File: src/rtl/product_accumulator.sv
// Sums N_TERMS unsigned products into an ACC_W-bit accumulator and
// hands the result downstream over a valid/ready handshake.
module product_accumulator #(
  parameter int PW      = 6,
  parameter int ACC_W   = 8,
  parameter int N_TERMS = 8
) (
  input  logic             clk,
  input  logic             rst,
  input  logic             start,
  input  logic [PW-1:0]    product,
  input  logic             in_valid,
  output logic             in_ready,
  output logic [ACC_W-1:0] sum,
  output logic             sum_valid,
  input  logic             sum_ready,
  output logic             overflow,
  output logic             busy
);

  localparam int CW = (N_TERMS > 1) ? $clog2(N_TERMS) : 1;
  localparam logic [CW-1:0] LAST = CW'(N_TERMS - 1);

  typedef enum logic [1:0] {
    S_IDLE,
    S_ACCUM,
    S_HOLD
  } state_e;

  state_e           state_q, state_d;
  logic [ACC_W-1:0] acc_q, acc_d;
  logic [CW-1:0]    cnt_q, cnt_d;
  logic [ACC_W-1:0] sum_q, sum_d;
  logic             ovf_q, ovf_d;
  logic [ACC_W:0]   add_w;

  // One extra bit captures the carry out of the accumulator
  assign add_w = {1'b0, acc_q}
               + {{(ACC_W + 1 - PW){1'b0}}, product};

  always_comb begin
    state_d = state_q;
    acc_d   = acc_q;
    cnt_d   = cnt_q;
    sum_d   = sum_q;
    ovf_d   = ovf_q;
    case (state_q)
      S_IDLE: begin
        if (start) begin
          state_d = S_ACCUM;
          acc_d   = '0;
          cnt_d   = '0;
          ovf_d   = 1'b0;
        end
      end
      S_ACCUM: begin
        if (in_valid) begin
          acc_d = add_w[ACC_W-1:0];
          cnt_d = cnt_q + 1'b1;
          if (add_w[ACC_W]) ovf_d = 1'b1;
          if (cnt_q == LAST) begin
            sum_d   = add_w[ACC_W-1:0];
            state_d = S_HOLD;
          end
        end
      end
      S_HOLD: begin
        if (sum_ready) state_d = S_IDLE;
      end
      default: state_d = S_IDLE;
    endcase
  end

  always_ff @(posedge clk) begin
    if (rst) begin
      state_q <= S_IDLE;
      acc_q   <= '0;
      cnt_q   <= '0;
      sum_q   <= '0;
      ovf_q   <= 1'b0;
    end else begin
      state_q <= state_d;
      acc_q   <= acc_d;
      cnt_q   <= cnt_d;
      sum_q   <= sum_d;
      ovf_q   <= ovf_d;
    end
  end

  // Handshake outputs decode from state only
  assign in_ready  = (state_q == S_ACCUM);
  assign sum_valid = (state_q == S_HOLD);
  assign busy      = (state_q != S_IDLE);
  assign sum       = sum_q;
  assign overflow  = ovf_q;

endmodule

File: config.mk
export PLATFORM = sky130hd
export DESIGN_NAME = product_accumulator
export DESIGN_NICKNAME = d
export VERILOG_FILES = /design/src/rtl/product_accumulator.sv
export SDC_FILE = /design/constraint.sdc
export NUM_CORES = 1
export LEC_CHECK = 0
export CORE_MARGIN = 4
export CORE_UTILIZATION = 40
export CTS_BUF_LIST = sky130_fd_sc_hd__clkbuf_8
export DETAILED_ROUTE_END_ITERATION = 16
export PLACE_DENSITY_LB_ADDON = 0.2
export RECOVER_POWER = 25
export SETUP_SLACK_MARGIN = 0.5
export SLEW_MARGIN = 10
export SYNTH_ARGS = -nofsm -noshare
export SYNTH_HDL_FRONTEND = slang
export SYNTH_SLANG_ARGS = --single-unit
File: constraint.sdc
create_clock -name clk -period 2 [get_ports clk]
set_input_delay 0.3 -clock clk [delete_from_list [all_inputs] [get_ports clk]]
set_output_delay 0.3 -clock clk [all_outputs]
set_load 0.02 [all_outputs]
# ---- After elaboration in Yosys (flattened, before gate mapping)
# Cells that the tools add are included.
dict set report word_totals {
  input_bits 11
  ff_bits 22
  out_inout_bits 12
}
dict set report classes {
  reduce_logical 7
  n_addsub 2
  eq_ne 8
  muxes 15
}
# cell n
set op_table {}
lappend op_table {{2-to-1 mux 8 bit} 2}
lappend op_table {{one-hot mux 8 bit (2 select lines)} 1}
lappend op_table {{adder 8 x 6 -> 9 bit} 1}
lappend op_table {{2-to-1 mux 2 bit} 4}
lappend op_table {{AND reduction 4 bit} 2}
lappend op_table {{2-to-1 mux 3 bit} 2}
lappend op_table {{!= test 2 x 1 -> 1 bit, second input constant} 3}
lappend op_table {{one-hot mux 2 bit (3 select lines)} 1}
lappend op_table {{one-hot mux 3 bit (2 select lines)} 1}
lappend op_table {{AND reduction 3 bit} 2}
lappend op_table {{!= test 2 bit, second input constant} 2}
lappend op_table {{nonzero test 2 bit} 2}
lappend op_table {{adder 3 x 1 -> 3 bit, second input constant} 1}
lappend op_table {{equality test 3 bit, second input constant} 1}
lappend op_table {{2-to-1 mux 1 bit} 3}
lappend op_table {{equality test 2 x 1 -> 1 bit, second input constant} 1}
lappend op_table {{equality test 2 bit, second input constant} 1}
lappend op_table {{logical NOT 2 bit} 1}
lappend op_table {{one-hot mux 1 bit (2 select lines)} 1}

# ---- Longest topological paths before layout
dict set report logic_depth {
  ltp_word 4
  mapped_depth 7
}

# ---- Least setup slack after synthesis
# OpenSTA, ideal clock, no wires.
dict set report synth_path {
  path_type {input port to flip-flop}
  from {input port product[1]}
  to {register sum_q[7], in the netlist sum[7]}
  path_slack_ns 0.246
  required_time_ns 1.912
  path_stages 5
  setup_ns 0.088
  arrival_ns 1.666
  cell_sequence {ha_1 > a211o_1 > a2111oi_2 > o31ai_1 > a311oi_2}
}
dict set report synth_via {
  elab_chain_len 1
}
# item line_no
set synth_lines {}
lappend synth_lines {{start: declaration} 11} ;# input logic [PW-1:0] product,
lappend synth_lines {{adder 8 x 6 -> 9 bit} 39} ;# + {{(ACC_W + 1 - PW){1'b0}}, product};
lappend synth_lines {{end signal: assignment} 85} ;# sum_q <= sum_d;
lappend synth_lines {{end: declaration} 33} ;# logic [ACC_W-1:0] sum_q, sum_d;
# Every way passes these cells.
# A chain may end at the register's enable or synchronous reset.

# ---- Worst setup path after layout
dict set report layout_path {
  from {register acc_q[1]}
  to {register sum_q[7], in the netlist sum[7]}
}
dict set report layout_via {
  elab_chain_len 1
}
# item line_no
set layout_lines {}
lappend layout_lines {{start: declaration} 31} ;# logic [ACC_W-1:0] acc_q, acc_d;
lappend layout_lines {{start signal: assignment} 77} ;# acc_q <= '0;
lappend layout_lines {{start signal: assignment} 83} ;# acc_q <= acc_d;
lappend layout_lines {{adder 8 x 6 -> 9 bit} 39}
# Every way passes these cells.

==> results.ini <==
[timing]
finalCritPeriodShare_pct=90.1
final_hold_viol_count=0
drv_slew=0
setup_viol_count_final=0
tightest_slew_ns=0.581
post-route-min-period_ns=1.80
fin_skew_ns=0.00158
rsz0062_at_grt=yes
finalSetupTns_ns=0
relSlewSlack_pct=61.1
max_freq_mhz=555

[routing]
remaining_drc_errors=0
vias=1182
ant_nets=0
wl_per_cell_um=16.5
drt-total-wl_mm=3.43
drt_iter0_markers=38
dr.pass1.iters=4
vias_per_cell=5.68

[placement]
portBuffers=22
place_hpwl_mm=2.34
gp_routability_congestion=0.848

[critical_path]
critPathKind=flop to flop
cp_max_fo=4
cp.arrival_ns=1.98
r2r_start=acc_q[1]
crit_path_start=acc_q[1]
crit_slowest_cell=a2111oi_4
cp_cell_sequence=ha_4, a211o_4, a2111oi_4, o31ai_2, a311oi_2
crit_path_max_incr_delay_ns=0.43
end_kind=flop
crit_required_ns=2.18
critPathLaunchType=flop

[clock_network]
htreeDepth=1
clockRootBuffer=clkbuf_8
clkLatencyLatePin_ns=0.26
clk_pin_slew_ns=0.08
clock-sinks=22
cts_tree=yes
cts_max_path_buffers=2
ctsHoldBuffers=0
cts-buffers-inserted=3

[hold_path]
hold_path_class=flop to flop
min_from=sum[4]

[yosys]
synth_area_leaders=dfxtp_1, ha_1, nor2_1, o211ai_1, nand2_1
synth.yosys.seq_area_share_pct=35.4
synthCells=143
yosys.area.top_type=dfxtp_1
synth_nets=163
ys_ff_latch=22
yosys.area.top_type_share_pct=35.4
syn-cell-area_mm2=0.00124
ys_types=43
synth-warning-count=0
synth.avg_cell_area_um2=8.69

[die]
ios=23
chipWidth_um=63.7
die_y_um=63.7
die-area_mm2=0.00406
initial_core_util_pct=43.6
core_area_mm2=0.00285
rows=19

[final_layout]
n_fill_cell=252
final_util_pct=63.0
seq_area_um2=447
nets=198
layout-area-overhead-vs-synth_pct=44.6
final_common_cell=dfxtp_1
drive_gt1_share_pct=30.5
multiInputGateArea_um2=901
insertedDiodeCount=0
final_cell_mix=dfxtp_1, nor2_1, dlygate4sd2_1, nand2_1, buf_4

[global_routing]
grt_antenna_before_repair=0
first_global_vias=1203
overflow=0
grt_pass1_wl_mm=5.49
grt_usage_pct=16.7
grt_max_degree=16

[power]
power_density_mw_per_mm2=601
p_leak_nw=0.720
fin_total_pwr_mw=1.08
peakVddDrop_mv=0.343

[job]
cap_violations=0

[status]
status=complete, no violations

## layer usage
layer | wire length (um) | global-route usage [%] | vias to the layer above | share of wire [%]
met3 | 105 | 2.63 | 4 | 3.1
met2 | 1760 | 29.9 | 21 | 51
li1 | - | - | 597 | -
met5 | 0 | 0 | - | 0
met4 | 23 | 5.66 | 0 | 0.67
met1 | 1550 | 20.4 | 560 | 45
## power breakdown
group | switching, mW | internal, mW | leakage, nW
logic | 0.100 | 0.102 | 0.504
registers | 0.00912 | 0.446 | 0.180
clock network | 0.155 | 0.267 | 0.0357
## sequential cells by signal (all words and copies together), names as in the netlist
register and cells:
overflow 1, cnt_q 3, acc_q 8, sum 8, state_q 2
## synthesized netlist by cell type, drive strengths merged
library cell / n
dfxtp: 22
or4b: 1
nand4b: 1
a31oi: 1
a2111oi: 2
a21o: 1
nor3b: 2
mux2i: 1
a311oi: 1
o21ai: 1
o31a: 1
a221o: 1
xnor2: 1
a32oi: 1
a221oi: 1
inv: 7
nand3b: 4
o211ai: 7
a22oi: 4
nand3: 3
ha: 8
nand2b: 1
nor2: 14
buf: 4
or2: 4
o21a: 4
nor3: 4
o311ai: 1
fa: 1
o31ai: 5
a211o: 2
and2: 1
and3: 1
nand2: 13
a211oi: 1
nor2b: 4
a21oi: 8
or4: 1
clkbuf: 3
## logic make-up after synthesis
kind of cell | count (synthesis) | synth area share, %
adders and majority gates | 9 | 9.67
and+or+nand+nor | 54 | 22.3
buffers and inverters | 14 | 5.24
muxes | 1 | 0.806
DFF | 22 | 35.4
xor gates and xnor gates | 1 | 0.705
AOI/OAI and AO/OA | 42 | 25.9
## worst max-delay path: cells and delay by family, from the launching register on
family	cells	cell delay [ns]
AOI/OAI and AO/OA	4	1.14
DFF	1	0.37
adders and majority gates	1	0.21
## repair_timing
action                                  in CTS  in global routing
buffers inserted                             1                  2
gates cloned                                 0                  0
gates resized for setup                     35                 10
endpoints found under the setup margin      25                 24
pin swaps                                   11                 11
## cell type report
type | instances | share of cell area, %
Multi-Input combinational cell | 107 | 50.1
Sequential cell | 22 | 24.9
Timing Repair Buffer | 37 | 17.4
Clock buffer | 3 | 2.30
Tap cell | 31 | 2.16
Clock inverter | 1 | 1.67
Inverter | 7 | 1.46
## worst paths after layout
check	to	slack (ns)	cells past startpoint
max	sum[7]	0.20	5
min	sum[4]	0.46	2
max reg2reg	sum[7]	0.20	5
min reg2reg	sum[4]	0.46	2
## per-stage QoR
step           area, um^2  cells  setup slack [ns]  hold WS (ns)
3_5_place_dp         1630    201            -0.222         0.449
6_report             1800    208             0.198         0.455
2_1_floorplan        1320    143             0.328         0.408
4_1_cts              1770    206             0.197         0.460
3_3_place_gp         1630    201            -0.206         0.445
5_1_grt              1800    208             0.159         0.497
Power figures use the tool's default switching activity.
==> variant (same flow settings) <==
`PW`: 6 -> 5.
--- a/src/rtl/product_accumulator.sv
+++ b/src/rtl/product_accumulator.sv
@@ -3,3 +3,3 @@
 module product_accumulator #(
-  parameter int PW      = 6,
+  parameter int PW      = 5,
   parameter int ACC_W   = 8,
Interface: changed (resized product); port bits go from 23 to 22. The function was not compared with the original's and may differ.
==> variant against the unedited design <==
- worst setup slack improved by 0.12 ns
- sequential cell count unchanged
- total power decreased by 15%
- final area decreased by 13%
- routed wire length decreased by 23%
- core utilization decreased by 2.4 points
- synthesized area decreased by 9.6%
- critical endpoint is now acc_q[7]
- highest routed layer unchanged
==> variant: results (changes against the unedited design) <==
worst hold stages=2 (unchanged); largest net degree at the start of global routing=17 (was 16); met2 usage in global routing=0.275 (was 0.299); Final setup violation count=0 (unchanged); commonest cells in the netlist=22 x dfxtp_1, 15 x nand2_1, 13 x nor2_1 (was 22 x dfxtp_1, 14 x nor2_1, 13 x nand2_1); Rel. slew slack=0.590 (was 0.611); Post-Syn Instances=130 (was 143); P_leak=0.640 nW (was 0.720 nW); final WL=2.64 mm (was 3.43 mm); Via density=5.28 (was 5.68); first-pass GRT wire length=4.46 mm (was 5.49 mm); GRT Overall Usage=0.163 (was 0.167); Final TNS setup=0 ns (unchanged); status=finished clean (unchanged); GR Util met1=0.211 (was 0.204); number of global-route vias before repair=978 (was 1203); net count reported at finish=179 (was 198); distinct cell type count after synthesis=33 (was 43); initial drt markers=31 (was 38); syn_nets=148 (was 163); cells on worst reg2reg path=7 (was 5); VDD IR max=0.000647 V (was 0.000343 V); skew final=0.00122 ns (was 0.00158 ns); switch share=0.244 (was 0.245); DP Cell Count=184 (was 201); Filler cells=237 (was 252); met3 Usage GRT=0.0383 (was 0.0263); vias=1004 (was 1182); sequential share of the synthesized area=0.392 (was 0.354); PortBufs=21 (was 22); Synth area leaders=dfxtp_1 39%, ha_1 7.8%, nand2_1 5.0% (was dfxtp_1 35%, ha_1 8.1%, nor2_1 4.2%); RD Place Congestion=0.827 (was 0.848); share of cells above drive strength 1=0.231 (was 0.305); Most used DFF post-synth=dfxtp_1 (unchanged); HPWL after DPL=1.89 mm (was 2.34 mm)
==> variant: layout make-up <==
type,instances,area share
flip-flops and latches,22,0.286
inverters,7,0.0169
well taps,30,0.0241
multi-input cells,96,0.472
clock buffers,4,0.0354
repair buffers,31,0.166
==> variant: per-layer routing <==
layer  share of wire  wire, µm
met1            0.46      1220
met2            0.49      1300
met3           0.039       104
met4          0.0061        16
met5               0         0
==> variant: cells by family after synthesis <==
logic type | count (synthesis) | synth area share
xor+xnor | 6 | 0.0468
fa+ha+maj | 8 | 0.0958
buf+inv | 12 | 0.0434
compound gates | 34 | 0.214
simple gates | 48 | 0.208
flops | 22 | 0.392
==> variant: worst max-delay path: stages, from the launching register on <==
cell and delay (ns):
dfxtp_2 0.35, ha_4 0.25, a21oi_1 0.05, buf_4 0.14, o2111ai_4 0.22, nand3_2 0.12, or3_1 0.33, a31oi_1 0.13
==> variant: timing repair <==
| item | 4_1_cts | 5_1_grt |
|---|---|---|
| setup buffers | 2 | 0 |
| gates resized for setup | 27 | 6 |
| hold endpoints to repair | 0 | 0 |
| pin swaps | 9 | 6 |
| setup endpoints to repair | 26 | 16 |
==> variant: final timing paths <==
kind	slack, ns	from	endpoint
worst max register to register	0.31	acc_q[1]	acc_q[7]
worst min-delay path	0.45	sum[2]	sum[2]
worst min register to register	0.45	sum[2]	sum[2]
worst max-delay path	0.31	acc_q[1]	acc_q[7]
==> variant: power by group through the flow <==
stage                     combinational (mW)  clock (mW)  sequential [mW]
after floorplan                       0.0793           0            0.461
final                                  0.143       0.317            0.454
after global routing                   0.160       0.351            0.456
after global placement                 0.133           0            0.463
after detailed placement               0.137           0            0.463
after CTS                              0.141       0.325            0.454
==> variant: metrics by stage <==
step                setup slack [ns]  hold slack (ns)  cell area [µm²]
floorplan                      0.443            0.398             1160
global placement              -0.142            0.441             1450
detailed placement            -0.206            0.446             1450
CTS                            0.318            0.455             1550
global route                   0.220            0.471             1560
finish                         0.315            0.454             1560
